==> src/rtl/alu_issue_pkg.sv <==
// Shared constants for the decode/issue stage and the execute ALU:
// opcodes, R-type funct values, ALU function codes and the ID/EX slot type.
package alu_issue_pkg;

  // Primary opcodes
  localparam logic [5:0] OP_RTYPE = 6'b000000;
  localparam logic [5:0] OP_ADDI  = 6'b001000;
  localparam logic [5:0] OP_ADDIU = 6'b001001;
  localparam logic [5:0] OP_SLTI  = 6'b001010;
  localparam logic [5:0] OP_SLTIU = 6'b001011;
  localparam logic [5:0] OP_ANDI  = 6'b001100;
  localparam logic [5:0] OP_ORI   = 6'b001101;
  localparam logic [5:0] OP_XORI  = 6'b001110;
  localparam logic [5:0] OP_LUI   = 6'b001111;

  // R-type funct field values
  localparam logic [5:0] F_SLL  = 6'b000000;
  localparam logic [5:0] F_SRL  = 6'b000010;
  localparam logic [5:0] F_SRA  = 6'b000011;
  localparam logic [5:0] F_SLLV = 6'b000100;
  localparam logic [5:0] F_SRLV = 6'b000110;
  localparam logic [5:0] F_SRAV = 6'b000111;
  localparam logic [5:0] F_ADD  = 6'b100000;
  localparam logic [5:0] F_ADDU = 6'b100001;
  localparam logic [5:0] F_SUB  = 6'b100010;
  localparam logic [5:0] F_SUBU = 6'b100011;
  localparam logic [5:0] F_AND  = 6'b100100;
  localparam logic [5:0] F_OR   = 6'b100101;
  localparam logic [5:0] F_XOR  = 6'b100110;
  localparam logic [5:0] F_NOR  = 6'b100111;
  localparam logic [5:0] F_SLT  = 6'b101010;
  localparam logic [5:0] F_SLTU = 6'b101011;

  // ALU function codes (R-type codes reuse the funct value)
  localparam logic [5:0] ALU_ADD     = F_ADD;
  localparam logic [5:0] ALU_ADDU    = F_ADDU;
  localparam logic [5:0] ALU_AND     = F_AND;
  localparam logic [5:0] ALU_OR      = F_OR;
  localparam logic [5:0] ALU_XOR     = F_XOR;
  localparam logic [5:0] ALU_SLT     = F_SLT;
  localparam logic [5:0] ALU_SLTU    = F_SLTU;
  localparam logic [5:0] ALU_ROTR    = 6'b111110;
  localparam logic [5:0] ALU_ROTRV   = 6'b111111;
  localparam logic [5:0] ALU_LUI     = 6'b111100;
  localparam logic [5:0] ALU_ILLEGAL = 6'b111000;  // ALU produces 0

  // Decoder result for one instruction, before valid/bubble qualification
  typedef struct packed {
    logic [5:0]  alu_control;
    logic [31:0] op1;
    logic [31:0] op2;
    logic [4:0]  rd;
    logic        wr_en;     // legal and rd != 0
    logic        ov_trap;
    logic        illegal;
  } dec_t;

  // Registered ID/EX slot
  typedef struct packed {
    logic        valid;
    logic [5:0]  alu_control;
    logic [31:0] op1;
    logic [31:0] op2;
    logic [4:0]  rd;
    logic        reg_write;
    logic        ov_trap;
    logic        illegal;
    logic [31:0] pc;
  } idex_t;

  function automatic logic [31:0] sext16(input logic [15:0] imm);
    return {{16{imm[15]}}, imm};
  endfunction

  function automatic logic [31:0] zext16(input logic [15:0] imm);
    return {16'b0, imm};
  endfunction

endpackage

==> src/rtl/alu_issue_dec.sv <==
// Purely combinational instruction decoder: instruction word plus register
// read data in, ALU function code, operands and writeback controls out.
module alu_issue_dec
  import alu_issue_pkg::*;
(
  input  logic [31:0] instr_i,
  input  logic [31:0] rs_data_i,
  input  logic [31:0] rt_data_i,
  output dec_t        dec_o
);

  logic [5:0]  opcode;
  logic [5:0]  funct;
  logic [15:0] imm;
  logic [4:0]  shamt;
  logic        unused_rs_field;

  assign opcode = instr_i[31:26];
  assign funct  = instr_i[5:0];
  assign imm    = instr_i[15:0];
  assign shamt  = instr_i[10:6];
  // The rs index itself is consumed by the register file, not here.
  assign unused_rs_field = ^instr_i[25:22];

  // Decode opcode/funct into ALU control, operand selection and flags
  always_comb begin
    // NOTE: every field gets a default before the case so no path can leave
    // a field unassigned and infer a latch.
    dec_o.alu_control = ALU_ILLEGAL;
    dec_o.op1         = rs_data_i;
    dec_o.op2         = rt_data_i;
    dec_o.rd          = 5'd0;
    dec_o.ov_trap     = 1'b0;
    dec_o.illegal     = 1'b1;
    dec_o.wr_en       = 1'b0;

    unique case (opcode)
      OP_RTYPE: begin
        dec_o.rd      = instr_i[15:11];
        dec_o.illegal = 1'b0;
        unique case (funct)
          F_AND, F_OR, F_XOR, F_NOR, F_ADDU, F_SUBU, F_SLT, F_SLTU: begin
            dec_o.alu_control = funct;
          end
          F_ADD, F_SUB: begin
            dec_o.alu_control = funct;
            dec_o.ov_trap     = 1'b1;
          end
          F_SLL, F_SRA: begin
            dec_o.alu_control = funct;
            dec_o.op1         = {27'b0, shamt};
          end
          F_SRL: begin
            // Bit 21 (low bit of the rs field) selects rotate
            dec_o.alu_control = instr_i[21] ? ALU_ROTR : funct;
            dec_o.op1         = {27'b0, shamt};
          end
          F_SLLV, F_SRAV: begin
            dec_o.alu_control = funct;
            dec_o.op1         = {27'b0, rs_data_i[4:0]};
          end
          F_SRLV: begin
            // Bit 6 (low bit of the shamt field) selects rotate
            dec_o.alu_control = instr_i[6] ? ALU_ROTRV : funct;
            dec_o.op1         = {27'b0, rs_data_i[4:0]};
          end
          default: begin
            dec_o.illegal = 1'b1;
            dec_o.rd      = 5'd0;
          end
        endcase
      end
      OP_ADDI: begin
        dec_o.alu_control = ALU_ADD;
        dec_o.op2         = sext16(imm);
        dec_o.ov_trap     = 1'b1;
      end
      OP_ADDIU: begin
        dec_o.alu_control = ALU_ADDU;
        dec_o.op2         = sext16(imm);
      end
      OP_SLTI: begin
        dec_o.alu_control = ALU_SLT;
        dec_o.op2         = sext16(imm);
      end
      OP_SLTIU: begin
        dec_o.alu_control = ALU_SLTU;
        dec_o.op2         = sext16(imm);
      end
      OP_ANDI: begin
        dec_o.alu_control = ALU_AND;
        dec_o.op2         = zext16(imm);
      end
      OP_ORI: begin
        dec_o.alu_control = ALU_OR;
        dec_o.op2         = zext16(imm);
      end
      OP_XORI: begin
        dec_o.alu_control = ALU_XOR;
        dec_o.op2         = zext16(imm);
      end
      OP_LUI: begin
        dec_o.alu_control = ALU_LUI;
        dec_o.op1         = 32'd0;
        dec_o.op2         = zext16(imm);
      end
      default: ;
    endcase

    // All I-type encodings share the rt destination and legality
    if (opcode inside {OP_ADDI, OP_ADDIU, OP_SLTI, OP_SLTIU,
                       OP_ANDI, OP_ORI, OP_XORI, OP_LUI}) begin
      dec_o.rd      = instr_i[20:16];
      dec_o.illegal = 1'b0;
    end

    dec_o.wr_en = ~dec_o.illegal & (dec_o.rd != 5'd0);
  end

endmodule

==> src/rtl/alu_issue.sv <==
// Decode-and-issue stage: decodes the instruction in the decode slot and
// registers the result into the ID/EX boundary, honouring reset, flush
// (bubble insertion) and stall (hold) from the hazard unit.
module alu_issue
  import alu_issue_pkg::*;
(
  input  logic        i_clk,
  input  logic        i_rst,
  input  logic        i_valid,
  input  logic [31:0] i_instr,
  input  logic [31:0] i_pc,
  input  logic [31:0] i_rs_data,
  input  logic [31:0] i_rt_data,
  input  logic        i_stall,
  input  logic        i_flush,
  output logic        o_valid,
  output logic [5:0]  o_alu_control,
  output logic [31:0] o_op1,
  output logic [31:0] o_op2,
  output logic [4:0]  o_rd,
  output logic        o_reg_write,
  output logic        o_ov_trap,
  output logic        o_illegal,
  output logic [31:0] o_pc
);

  dec_t  dec;
  idex_t idex_q, idex_d;

  alu_issue_dec u_dec (
    .instr_i   (i_instr),
    .rs_data_i (i_rs_data),
    .rt_data_i (i_rt_data),
    .dec_o     (dec)
  );

  // Next ID/EX contents: flush clears the qualifiers, stall holds, else load
  always_comb begin
    idex_d = idex_q;
    if (i_flush) begin
      // Data fields stay as they were; only the slot stops being live
      idex_d.valid     = 1'b0;
      idex_d.reg_write = 1'b0;
      idex_d.ov_trap   = 1'b0;
      idex_d.illegal   = 1'b0;
    end else if (!i_stall) begin
      // Bubbles still capture decoded data but never assert side effects
      idex_d.valid       = i_valid;
      idex_d.alu_control = dec.alu_control;
      idex_d.op1         = dec.op1;
      idex_d.op2         = dec.op2;
      idex_d.rd          = dec.rd;
      idex_d.reg_write   = i_valid & dec.wr_en;
      idex_d.ov_trap     = i_valid & dec.ov_trap;
      idex_d.illegal     = i_valid & dec.illegal;
      idex_d.pc          = i_pc;
    end
  end

  // ID/EX register with synchronous reset taking priority over everything
  always_ff @(posedge i_clk) begin
    // NOTE: sequential state uses non-blocking assignment so every flop
    // samples pre-edge values regardless of block ordering.
    if (i_rst) idex_q <= '0;
    else       idex_q <= idex_d;
  end

  assign o_valid       = idex_q.valid;
  assign o_alu_control = idex_q.alu_control;
  assign o_op1         = idex_q.op1;
  assign o_op2         = idex_q.op2;
  assign o_rd          = idex_q.rd;
  assign o_reg_write   = idex_q.reg_write;
  assign o_ov_trap     = idex_q.ov_trap;
  assign o_illegal     = idex_q.illegal;
  assign o_pc          = idex_q.pc;

endmodule

==> config.mk <==
export PLATFORM = sky130hd
export DESIGN_NAME = alu_issue
export DESIGN_NICKNAME = d
export VERILOG_FILES = /design/src/rtl/alu_issue_pkg.sv /design/src/rtl/alu_issue_dec.sv /design/src/rtl/alu_issue.sv
export SDC_FILE = /design/constraint.sdc
export NUM_CORES = 1
export LEC_CHECK = 0
export CAP_MARGIN = 20
export CORE_ASPECT_RATIO = 0.6
export CORE_MARGIN = 4
export CORE_UTILIZATION = 40
export CTS_BUF_LIST = sky130_fd_sc_hd__clkbuf_2
export DETAILED_ROUTE_END_ITERATION = 10
export PLACE_DENSITY = 0.93
export REMOVE_ABC_BUFFERS = 1
export SYNTH_ARGS = -nofsm -noshare
export SYNTH_HDL_FRONTEND = slang
export SYNTH_SLANG_ARGS = --single-unit
export TNS_END_PERCENT = 10
==> constraint.sdc <==
create_clock -name i_clk -period 2.6 [get_ports i_clk]
set_clock_uncertainty 0.15 [all_clocks]
set_input_delay 0.39 -clock i_clk [delete_from_list [all_inputs] [get_ports i_clk]]
set_output_delay 0.39 -clock i_clk [all_outputs]
set_load 0.05 [all_outputs]
==> results.sh, run 1 <==
export IMPL_min_path_cells=2
export IMPL_path_clk_slew_ns=0.29
export IMPL_netlist_area_um2=4350
export IMPL_total_power_uw=3570
export IMPL_post_cts_setup_buffers=0
export IMPL_gr_usage_all_layers=0.236
export IMPL_period_minus_slack_ns=2.35
export IMPL_synth_edff_count=0
export IMPL_grt_pass1_vias=4729
export IMPL_r2r_slack_ns=1.42
export IMPL_cp_top_family="buffers and inverters"
export IMPL_wire_per_inst_um=17.0
export IMPL_fp_coreArea_um2=10600
export IMPL_clock_path_buffers=2
export IMPL_r2r_end="o_reg_write"
export IMPL_drt_iter0_markers=278
export IMPL_yosysTopAreaCell="dfxtp_1"
export IMPL_slew_headroom=0.643
export IMPL_drive_gt1_frac=0.0717
export IMPL_crit_type="reg -> out"
export IMPL_min_path_type="in -> reg"
export IMPL_start_util=0.410
export IMPL_grt_start_max_net_pins=73
export IMPL_cts_made_buffers=9
export IMPL_drtPass1Iterations=5
export IMPL_period_share=0.903
export IMPL_cts_root_buf="clkbuf_2"
export IMPL_overflow=0
export IMPL_placed_cell_area_um2=7080
export IMPL_cts_resized=0
export IMPL_crit_path_end_kind="primary output"
export IMPL_slew_viol_final=0
export IMPL_critical_path_required_ns=2.06
export IMPL_gp_congestion=0.915
export IMPL_design_area_um2=7180
export IMPL_yosysTopAreaCellShare=0.511
export IMPL_fmax_mhz=426
export IMPL_avgSynthCellArea_um2=8.14
export IMPL_rr_startpoint="o_reg_write"
export IMPL_grt_setup_unrepaired="no"
export IMPL_worstHoldStart="i_rst"
export IMPL_synthArstFlopShare=0
export IMPL_status="completed"
export IMPL_area_growth_pct=65.1
export IMPL_p_leak_uw=0.00268
export IMPL_arrival_ns=1.81
export IMPL_synth_distinct_cells=41
export IMPL_fp_dieW_um=143
export IMPL_via_per_inst=5.24
export IMPL_setup_violations=0
export IMPL_tightest_slew_ns=0.521
export IMPL_io_pins=244
export IMPL_hpwl_mm=12.1
export IMPL_wl_mm=15.6
export IMPL_hold_buffers=0
export IMPL_antenna_found_initial=0
export IMPL_ys_seq_area_frac=0.511
export IMPL_clock_latency_ns=0.55
export IMPL_path_buf_inv=1
export IMPL_num_nets_final=909
export IMPL_power_density_nw_per_um2=498
export IMPL_hold_end="o_pc[20]"
export IMPL_insertedDiodeCount=0
export IMPL_layout_cells_non_filler=920
export IMPL_dp_cells=904
export IMPL_cap_violations=0
export IMPL_final_hold_viol_count=0
export IMPL_ant_nets=0
export IMPL_cts_tree="yes"
export IMPL_crit_path_start_kind="flip-flop"
export IMPL_num_rows=29
export IMPL_crit_chain="clkdlybuf4s50_1"
export IMPL_route_detailed_drc=0
export IMPL_slowest_delay_ns=0.85
export IMPL_ir_worst_vdd_mv=0.289
export IMPL_ys_flop_type="dfxtp_1"
export IMPL_fill_cells=837
export IMPL_cp_max_fo=2
export IMPL_ys_warn_count=0
export IMPL_ys_top_cells_by_area="dfxtp_1 (51%), nand2_1 (9.5%), nor2_1 (7.0%)"
export IMPL_num_vias=4820
export IMPL_ys_ff_latch=111
export IMPL_synth_cells=534
export IMPL_clock_sinks=111
export IMPL_rr_worst_depth=4
export IMPL_portBuffers=239
export IMPL_grt_pass1_wl_mm=23.8
export IMPL_dieArea_um2=12700
export IMPL_cpMaxStageDelayCell="clkdlybuf4s50_1"
export IMPL_h_tree_depth=3
export IMPL_die_h_um=88.7
report_power, final:
part,internal (uW),switching [uW]
Combinational,433,595
Sequential,1800,48.1
Clock,139,560
cells by family (layout without fill, tap and decap cells):
family                 count (synthesis)  after routing  synth area share
AOI/OAI and AO/OA                    131            131             0.206
and+or+nand+nor                      244            244             0.241
buffers and inverters                 48            295            0.0426
DFF                                  111            111             0.511
per-stage QoR:
step / setup TNS [ns] / hold slack (ns) / worst slack (ns) / util
floorplan: -126.12 / 0.309 / -2.39 / -
global placement: -0.750 / 0.291 / -0.0319 / 0.669
detailed placement: -2.12 / 0.297 / -0.126 / 0.669
CTS: 0 / 0.0294 / 0.160 / 0.677
global route: 0 / 0.0183 / 0.0868 / 0.677
finish: 0 / 0.110 / 0.252 / 0.677
routing by layer:
metal,vias up,GRT usage,wire [um]
li1,2339,-,-
met5,-,0,0
met3,14,0.0918,1620
met1,2254,0.265,6030
met4,0,0.0613,200
met2,213,0.427,7790
layout by cell type, fill, tap and decap left out, drive strengths merged:
master	count
a311oi	18
or2	1
o21a	1
nand3b	1
a21oi	54
o311ai	5
nand2b	3
and3	1
clkbuf	10
a211oi	3
a2111oi	2
clkdlybuf4s50	238
o211a	1
nand2	110
nor4bb	2
a22oi	27
a31oi	1
a21o	1
a221oi	5
nor2b	2
or4b	1
or4	2
nor3b	1
nand3	7
o21ai	7
nor3	29
o211ai	1
nor2	81
nor4	2
clkinvlp	1
dfxtp	111
nor4b	1
a32oi	1
inv	10
a311o	2
buf	33
clkinv	3
o22ai	2
synth_stat cells (2+ instances only):
| library cell | count |
|---|---|
| nor2_1 | 81 |
| nor3_1 | 29 |
| nor2b_1 | 2 |
| clkbuf_1 | 35 |
| o22ai_1 | 2 |
| a311oi_1 | 17 |
| a22oi_1 | 27 |
| nand3_1 | 7 |
| a21oi_1 | 54 |
| a221oi_1 | 5 |
| nand2_1 | 110 |
| o21ai_1 | 3 |
| buf_2 | 4 |
| a311o_1 | 2 |
| o21ai_0 | 4 |
| dfxtp_1 | 111 |
| a211oi_1 | 3 |
| inv_1 | 8 |
| nor4bb_1 | 2 |
| o311ai_1 | 5 |
| nand2b_1 | 3 |
state kept, by name (all words and copies together), names as in the netlist, 5 cells and up:
register and cells:
o_pc 32, o_alu_control 6, o_op1 32, o_rd 5, o_op2 32
cell type report:
class                   count  area (um^2)  area share
repair buffers            271         2690       0.375
flip-flops and latches    111         2220       0.310
inverters                   8         30.0     0.00418
clock buffers              10         50.0     0.00697
clock inverters             6         45.0     0.00628
well taps                 139          174      0.0242
multi-input cells         375         1960       0.274
how the worst max path moves through the flow:
stage                 from               end  slack [ns]  depth (start not counted)
2_1_floorplan      i_flush         o_op2[16]       -2.39                          4
3_3_place_gp   i_instr[26]         o_op1[27]       -0.03                          8
3_5_place_dp   i_instr[26]  o_alu_control[5]       -0.13                          6
4_1_cts          o_illegal         o_illegal        0.16                          1
5_1_grt          o_op2[15]         o_op2[15]        0.09                          1
6_report           o_rd[1]           o_rd[1]        0.25                          1
No activity file was read; power rests on OpenSTA's default activity.
==> run 2, diff against run 1 <==
--- a/config.mk
+++ b/config.mk
@@ -6,12 +6,14 @@
 export NUM_CORES = 1
 export LEC_CHECK = 0
 export CAP_MARGIN = 20
+export CELL_PAD_IN_SITES_DETAIL_PLACEMENT = 0
+export CELL_PAD_IN_SITES_GLOBAL_PLACEMENT = 1
 export CORE_ASPECT_RATIO = 0.6
 export CORE_MARGIN = 4
-export CORE_UTILIZATION = 40
-export CTS_BUF_LIST = sky130_fd_sc_hd__clkbuf_2
+export CORE_UTILIZATION = 27
+export CTS_BUF_LIST = sky130_fd_sc_hd__clkbuf_8
 export DETAILED_ROUTE_END_ITERATION = 10
-export PLACE_DENSITY = 0.93
+export PLACE_DENSITY = 0.91
 export REMOVE_ABC_BUFFERS = 1
 export SYNTH_ARGS = -nofsm -noshare
 export SYNTH_HDL_FRONTEND = slang
==> results.sh, run 2 (synthesized netlist as in run 1, its figures left out) <==
export IMPL_area_growth_pct=69.4
export IMPL_hold_buffers=0
export IMPL_worstHoldStart="i_rst"
export IMPL_grt_pass1_vias=4614
export IMPL_clock_latency_ns=0.36
export IMPL_p_leak_uw=0.00272
export IMPL_placed_cell_area_um2=7170
export IMPL_num_vias=4713
export IMPL_status="completed"
export IMPL_grt_setup_unrepaired="no"
export IMPL_power_density_nw_per_um2=533
export IMPL_tightest_slew_ns=0.573
export IMPL_gp_congestion=0.859
export IMPL_overflow=0
export IMPL_grt_start_max_net_pins=79
export IMPL_cap_violations=0
export IMPL_min_path_type="in -> reg"
export IMPL_hpwl_mm=12.4
export IMPL_portBuffers=239
export IMPL_cts_made_buffers=9
export IMPL_io_pins=244
export IMPL_via_per_inst=4.78
export IMPL_wire_per_inst_um=16.6
export IMPL_finalSetupTns_ns=0
export IMPL_cts_resized=0
export IMPL_arrival_ns=2.40
export IMPL_pre_cts_ws_ns=-0.0906
export IMPL_cts_tree="yes"
export IMPL_fmax_mhz=437
export IMPL_start_util=0.280
export IMPL_crit_start="i_instr[28]"
export IMPL_design_area_um2=7360
export IMPL_setup_violations=0
export IMPL_final_cell_mix="clkdlybuf4s50_1 (238), dfxtp_1 (111), nand2_1 (110)"
export IMPL_period_share=0.880
export IMPL_num_nets_final=912
export IMPL_cp_max_fo=5
export IMPL_slew_headroom=0.617
export IMPL_insertedDiodeCount=0
export IMPL_layout_commonest_cell="clkdlybuf4s50_1"
export IMPL_slew_viol_final=0
export IMPL_crit_path_start_kind="primary input"
export IMPL_h_tree_depth=3
export IMPL_clock_sinks=111
export IMPL_clock_path_buffers=2
export IMPL_drt_iter0_markers=235
export IMPL_die_h_um=106
export IMPL_dieArea_um2=18300
export IMPL_route_detailed_drc=0
export IMPL_crit_type="in -> reg"
export IMPL_setup_slack_ns=0.312
export IMPL_period_minus_slack_ns=2.29
export IMPL_dp_cells=971
export IMPL_drtPass1Iterations=4
export IMPL_grt_pass1_wl_mm=24.9
export IMPL_gr_usage_all_layers=0.172
export IMPL_wl_mm=16.4
export IMPL_fp_coreArea_um2=15500
export IMPL_final_hold_viol_count=0
export IMPL_holdWs_ns=0.233
export IMPL_crit_path_end_kind="flip-flop"
export IMPL_critical_path_required_ns=2.71
export IMPL_ant_nets=0
export IMPL_num_rows=35
export IMPL_drive_gt1_frac=0.0778
export IMPL_layout_cells_non_filler=987
export IMPL_antenna_found_initial=0
export IMPL_cts_root_buf="clkbuf_8"
export IMPL_rr_startpoint="o_reg_write"
export IMPL_fill_cells=1544
export IMPL_post_cts_setup_buffers=0
export IMPL_path_clk_slew_ns=0.12
export IMPL_ir_worst_vdd_mv=0.258
export IMPL_fp_dieW_um=172
run 2: cell types whose count changed in the layout (fill, tap and decap cells not counted), moves of 2 or more:
cell      before  now
clkbuf_2      10    0
clkbuf_8       0   10
buf_4         28   33
buf_12         5    3
clkinv_4       1    3
inv_8          1    3
run 2: worst max-delay path, cell delays in order:
cell	delay, ns
clkdlybuf4s50_1	0.47
or4_4	0.56
nor4_4	0.14
buf_4	0.19
o21ai_1	0.08
a2111oi_0	0.46
nor3_1	0.09
run 2: final timing paths:
kind | endpoint | slack [ns] | cells after the start
worst max-delay path | o_alu_control[5] | 0.31 | 7
worst min-delay path | o_op1[24] | 0.23 | 2
worst max register to register | o_reg_write | 1.48 | 4
worst min register to register | o_pc[26] | 0.31 | 2
run 2: metrics by stage:
stage               power, uW  utilization
detailed placement       2910        0.461
CTS                      4000        0.474
global route             4120        0.474
finish                   3920        0.474
floorplan                2380            -
global placement         2900        0.461
run 2: where the power goes:
group / internal, uW / switching [uW] / leakage (uW)
combinational: 432 / 593 / 0.00171
clock: 402 / 660 / 0.000102
sequential: 1790 / 45.9 / 0.000910
total: 2620 / 1300 / 0.00272
run 2: area by class of cell:
cell class / instances / area [um^2] / share of cell area
inverters: 8 / 30.0 / 0.00408
well taps: 203 / 254 / 0.0345
flip-flops and latches: 111 / 2220 / 0.302
clock buffers: 10 / 138 / 0.0187
repair buffers: 274 / 2690 / 0.365
clock inverters: 6 / 60.1 / 0.00815
multi-input cells: 375 / 1970 / 0.268
run 2: layer usage:
metal  global-route usage  share of wire  wire (um)  up-vias
li1                     -              -          -     2349
met1                0.223           0.43       7070     2158
met2                0.266           0.43       7090      195
met3               0.0803           0.13       2150       11
met4               0.0320         0.0067        110        0
met5                    0              0          0        -
==> run 3, diff against run 2 <==
--- a/config.mk
+++ b/config.mk
@@ -8,11 +8,11 @@
 export CAP_MARGIN = 20
 export CELL_PAD_IN_SITES_DETAIL_PLACEMENT = 0
 export CELL_PAD_IN_SITES_GLOBAL_PLACEMENT = 1
-export CORE_ASPECT_RATIO = 0.6
-export CORE_MARGIN = 4
+export CORE_ASPECT_RATIO = 1.75
 export CORE_UTILIZATION = 27
 export CTS_BUF_LIST = sky130_fd_sc_hd__clkbuf_8
 export DETAILED_ROUTE_END_ITERATION = 10
+export HOLD_SLACK_MARGIN = 0.1
 export PLACE_DENSITY = 0.91
 export REMOVE_ABC_BUFFERS = 1
 export SYNTH_ARGS = -nofsm -noshare
==> results.sh, run 3 (synthesized netlist as in run 1, its figures left out) <==
export IMPL_grt_start_max_net_pins=63
export IMPL_wire_per_inst_um=15.9
export IMPL_num_vias=4731
export IMPL_final_hold_viol_count=0
export IMPL_holdWs_ns=0.310
export IMPL_cts_resized=0
export IMPL_cts_root_buf="clkbuf_8"
export IMPL_crit_type="in -> reg"
export IMPL_hold_buffers=0
export IMPL_status="finished with violations"
export IMPL_layout_commonest_cell="clkdlybuf4s50_1"
export IMPL_io_pins=244
export IMPL_slew_headroom=0.612
export IMPL_internal_power_uw=2720
export IMPL_p_clk_frac=0.281
export IMPL_clock_sinks=111
export IMPL_drtPass1Iterations=8
export IMPL_num_nets_final=906
export IMPL_die_h_um=170
export IMPL_grt_setup_unrepaired="no"
export IMPL_swShare=0.314
export IMPL_num_rows=61
export IMPL_hpwl_mm=11.1
export IMPL_rr_startpoint="o_reg_write"
export IMPL_ir_worst_vdd_mv=0.281
export IMPL_drt_iter0_markers=184
export IMPL_area_growth_pct=68.5
export IMPL_critical_path_required_ns=2.71
export IMPL_arrival_ns=2.34
export IMPL_worstHoldStart="o_pc[9]"
export IMPL_clock_path_buffers=2
export IMPL_combPwrFrac=0.257
export IMPL_p_switching_uw=1250
export IMPL_path_clk_slew_ns=0.11
export IMPL_insertedDiodeCount=0
export IMPL_pre_cts_ws_ns=-0.0348
export IMPL_start_util=0.275
export IMPL_post_cts_setup_buffers=0
export IMPL_design_area_um2=7330
export IMPL_via_per_inst=4.89
export IMPL_min_path_type="reg -> reg"
export IMPL_power_share_sequential=0.462
export IMPL_fmax_mhz=449
export IMPL_route_detailed_drc=15
export IMPL_overflow=0
export IMPL_period_share=0.858
export IMPL_wl_mm=15.3
export IMPL_cpMaxStageDelayCell="or4_4"
export IMPL_drive_gt1_frac=0.0694
export IMPL_placed_cell_area_um2=7110
export IMPL_fp_dieW_um=97.9
export IMPL_cp_top_family="simple AND/OR/NAND/NOR gates"
export IMPL_grt_pass1_wl_mm=23.9
export IMPL_gp_congestion=0.821
export IMPL_cp_max_fo=27
export IMPL_period_minus_slack_ns=2.23
export IMPL_slowest_delay_ns=0.57
export IMPL_antenna_found_initial=0
export IMPL_cts_tree="yes"
export IMPL_p_leak_uw=0.00270
export IMPL_power_density_nw_per_um2=542
export IMPL_gr_usage_all_layers=0.183
export IMPL_r2r_end="o_reg_write"
export IMPL_portBuffers=239
export IMPL_h_tree_depth=3
export IMPL_cts_made_buffers=9
export IMPL_crit_chain="clkdlybuf4s50_1, or4_4, nor4_4, buf_4, a311oi_4, buf_12, a22oi_1, nor2_1"
export IMPL_finalSetupTns_ns=0
export IMPL_setup_violations=0
export IMPL_clock_latency_ns=0.36
export IMPL_r2r_slack_ns=1.49
export IMPL_tightest_slew_ns=0.580
export IMPL_dieArea_um2=16600
export IMPL_crit_path_end_kind="flip-flop"
export IMPL_crit_path_start_kind="primary input"
export IMPL_fp_coreArea_um2=15800
export IMPL_cap_violations=0
export IMPL_fill_cells=1565
export IMPL_path_buf_inv=3
export IMPL_grt_pass1_vias=4676
export IMPL_hold_end="o_pc[9]"
export IMPL_min_path_cells=2
export IMPL_ant_nets=0
export IMPL_violations="design-rule violations"
export IMPL_slew_viol_final=0
export IMPL_setup_slack_ns=0.370
export IMPL_final_cell_mix="clkdlybuf4s50_1 (238), dfxtp_1 (111), nand2_1 (110)"
export IMPL_rr_worst_depth=4
-- run 3: cell type report --
cell class              instances  area, um^2  area share
clock buffers                  11         151      0.0207
clock inverters                 5        63.8     0.00871
inverters                       8        30.0     0.00410
multi-input cells             375        1960       0.268
flip-flops and latches        111        2220       0.303
well taps                     189         236      0.0323
repair buffers                268        2660       0.363
-- run 3: worst max path at each step --
stage | slack [ns] | start | cells past startpoint | endpoint
global route | 0.22 | i_instr[1] | 7 | o_alu_control[2]
finish | 0.37 | i_instr[26] | 8 | o_op1[8]
CTS | 0.38 | i_instr[26] | 8 | o_op1[29]
global placement | 0.005 | i_instr[26] | 8 | o_op1[28]
detailed placement | -0.03 | i_instr[26] | 8 | o_op1[19]
floorplan | -2.39 | i_flush | 4 | o_op2[16]
-- run 3: layer usage --
metal | part of all wire | vias up | GRT usage
li1 | - | 2338 | -
met1 | 0.39 | 2184 | 0.201
met2 | 0.53 | 178 | 0.337
met3 | 0.049 | 31 | 0.0267
met4 | 0.037 | 0 | 0.0988
met5 | 0 | - | 0
-- run 3: through the flow --
stage               std cells  power [uW]   util
finish                    967        3970  0.464
detailed placement        951        2900  0.450
global route              967        4170  0.464
global placement          951        2890  0.450
floorplan                 494        2380      -
CTS                       967        4040  0.464
-- run 3: power groups by stage --
stage / Combinational, uW / Clock [uW] / Sequential [uW]
after CTS: 1030 / 1180 / 1830
after global routing: 1080 / 1240 / 1850
after detailed placement: 1020 / 0 / 1870
after floorplan: 198 / 0 / 2180
final: 1020 / 1120 / 1830
after global placement: 1020 / 0 / 1870
-- run 3: worst reg2reg max path: cells and delay by family, from the launching register on --
kind | cells | cell delay (ns)
AO/OA/AOI/OAI | 2 | 0.37
flip-flops | 1 | 0.35
AND/OR/NAND/NOR | 2 | 0.15
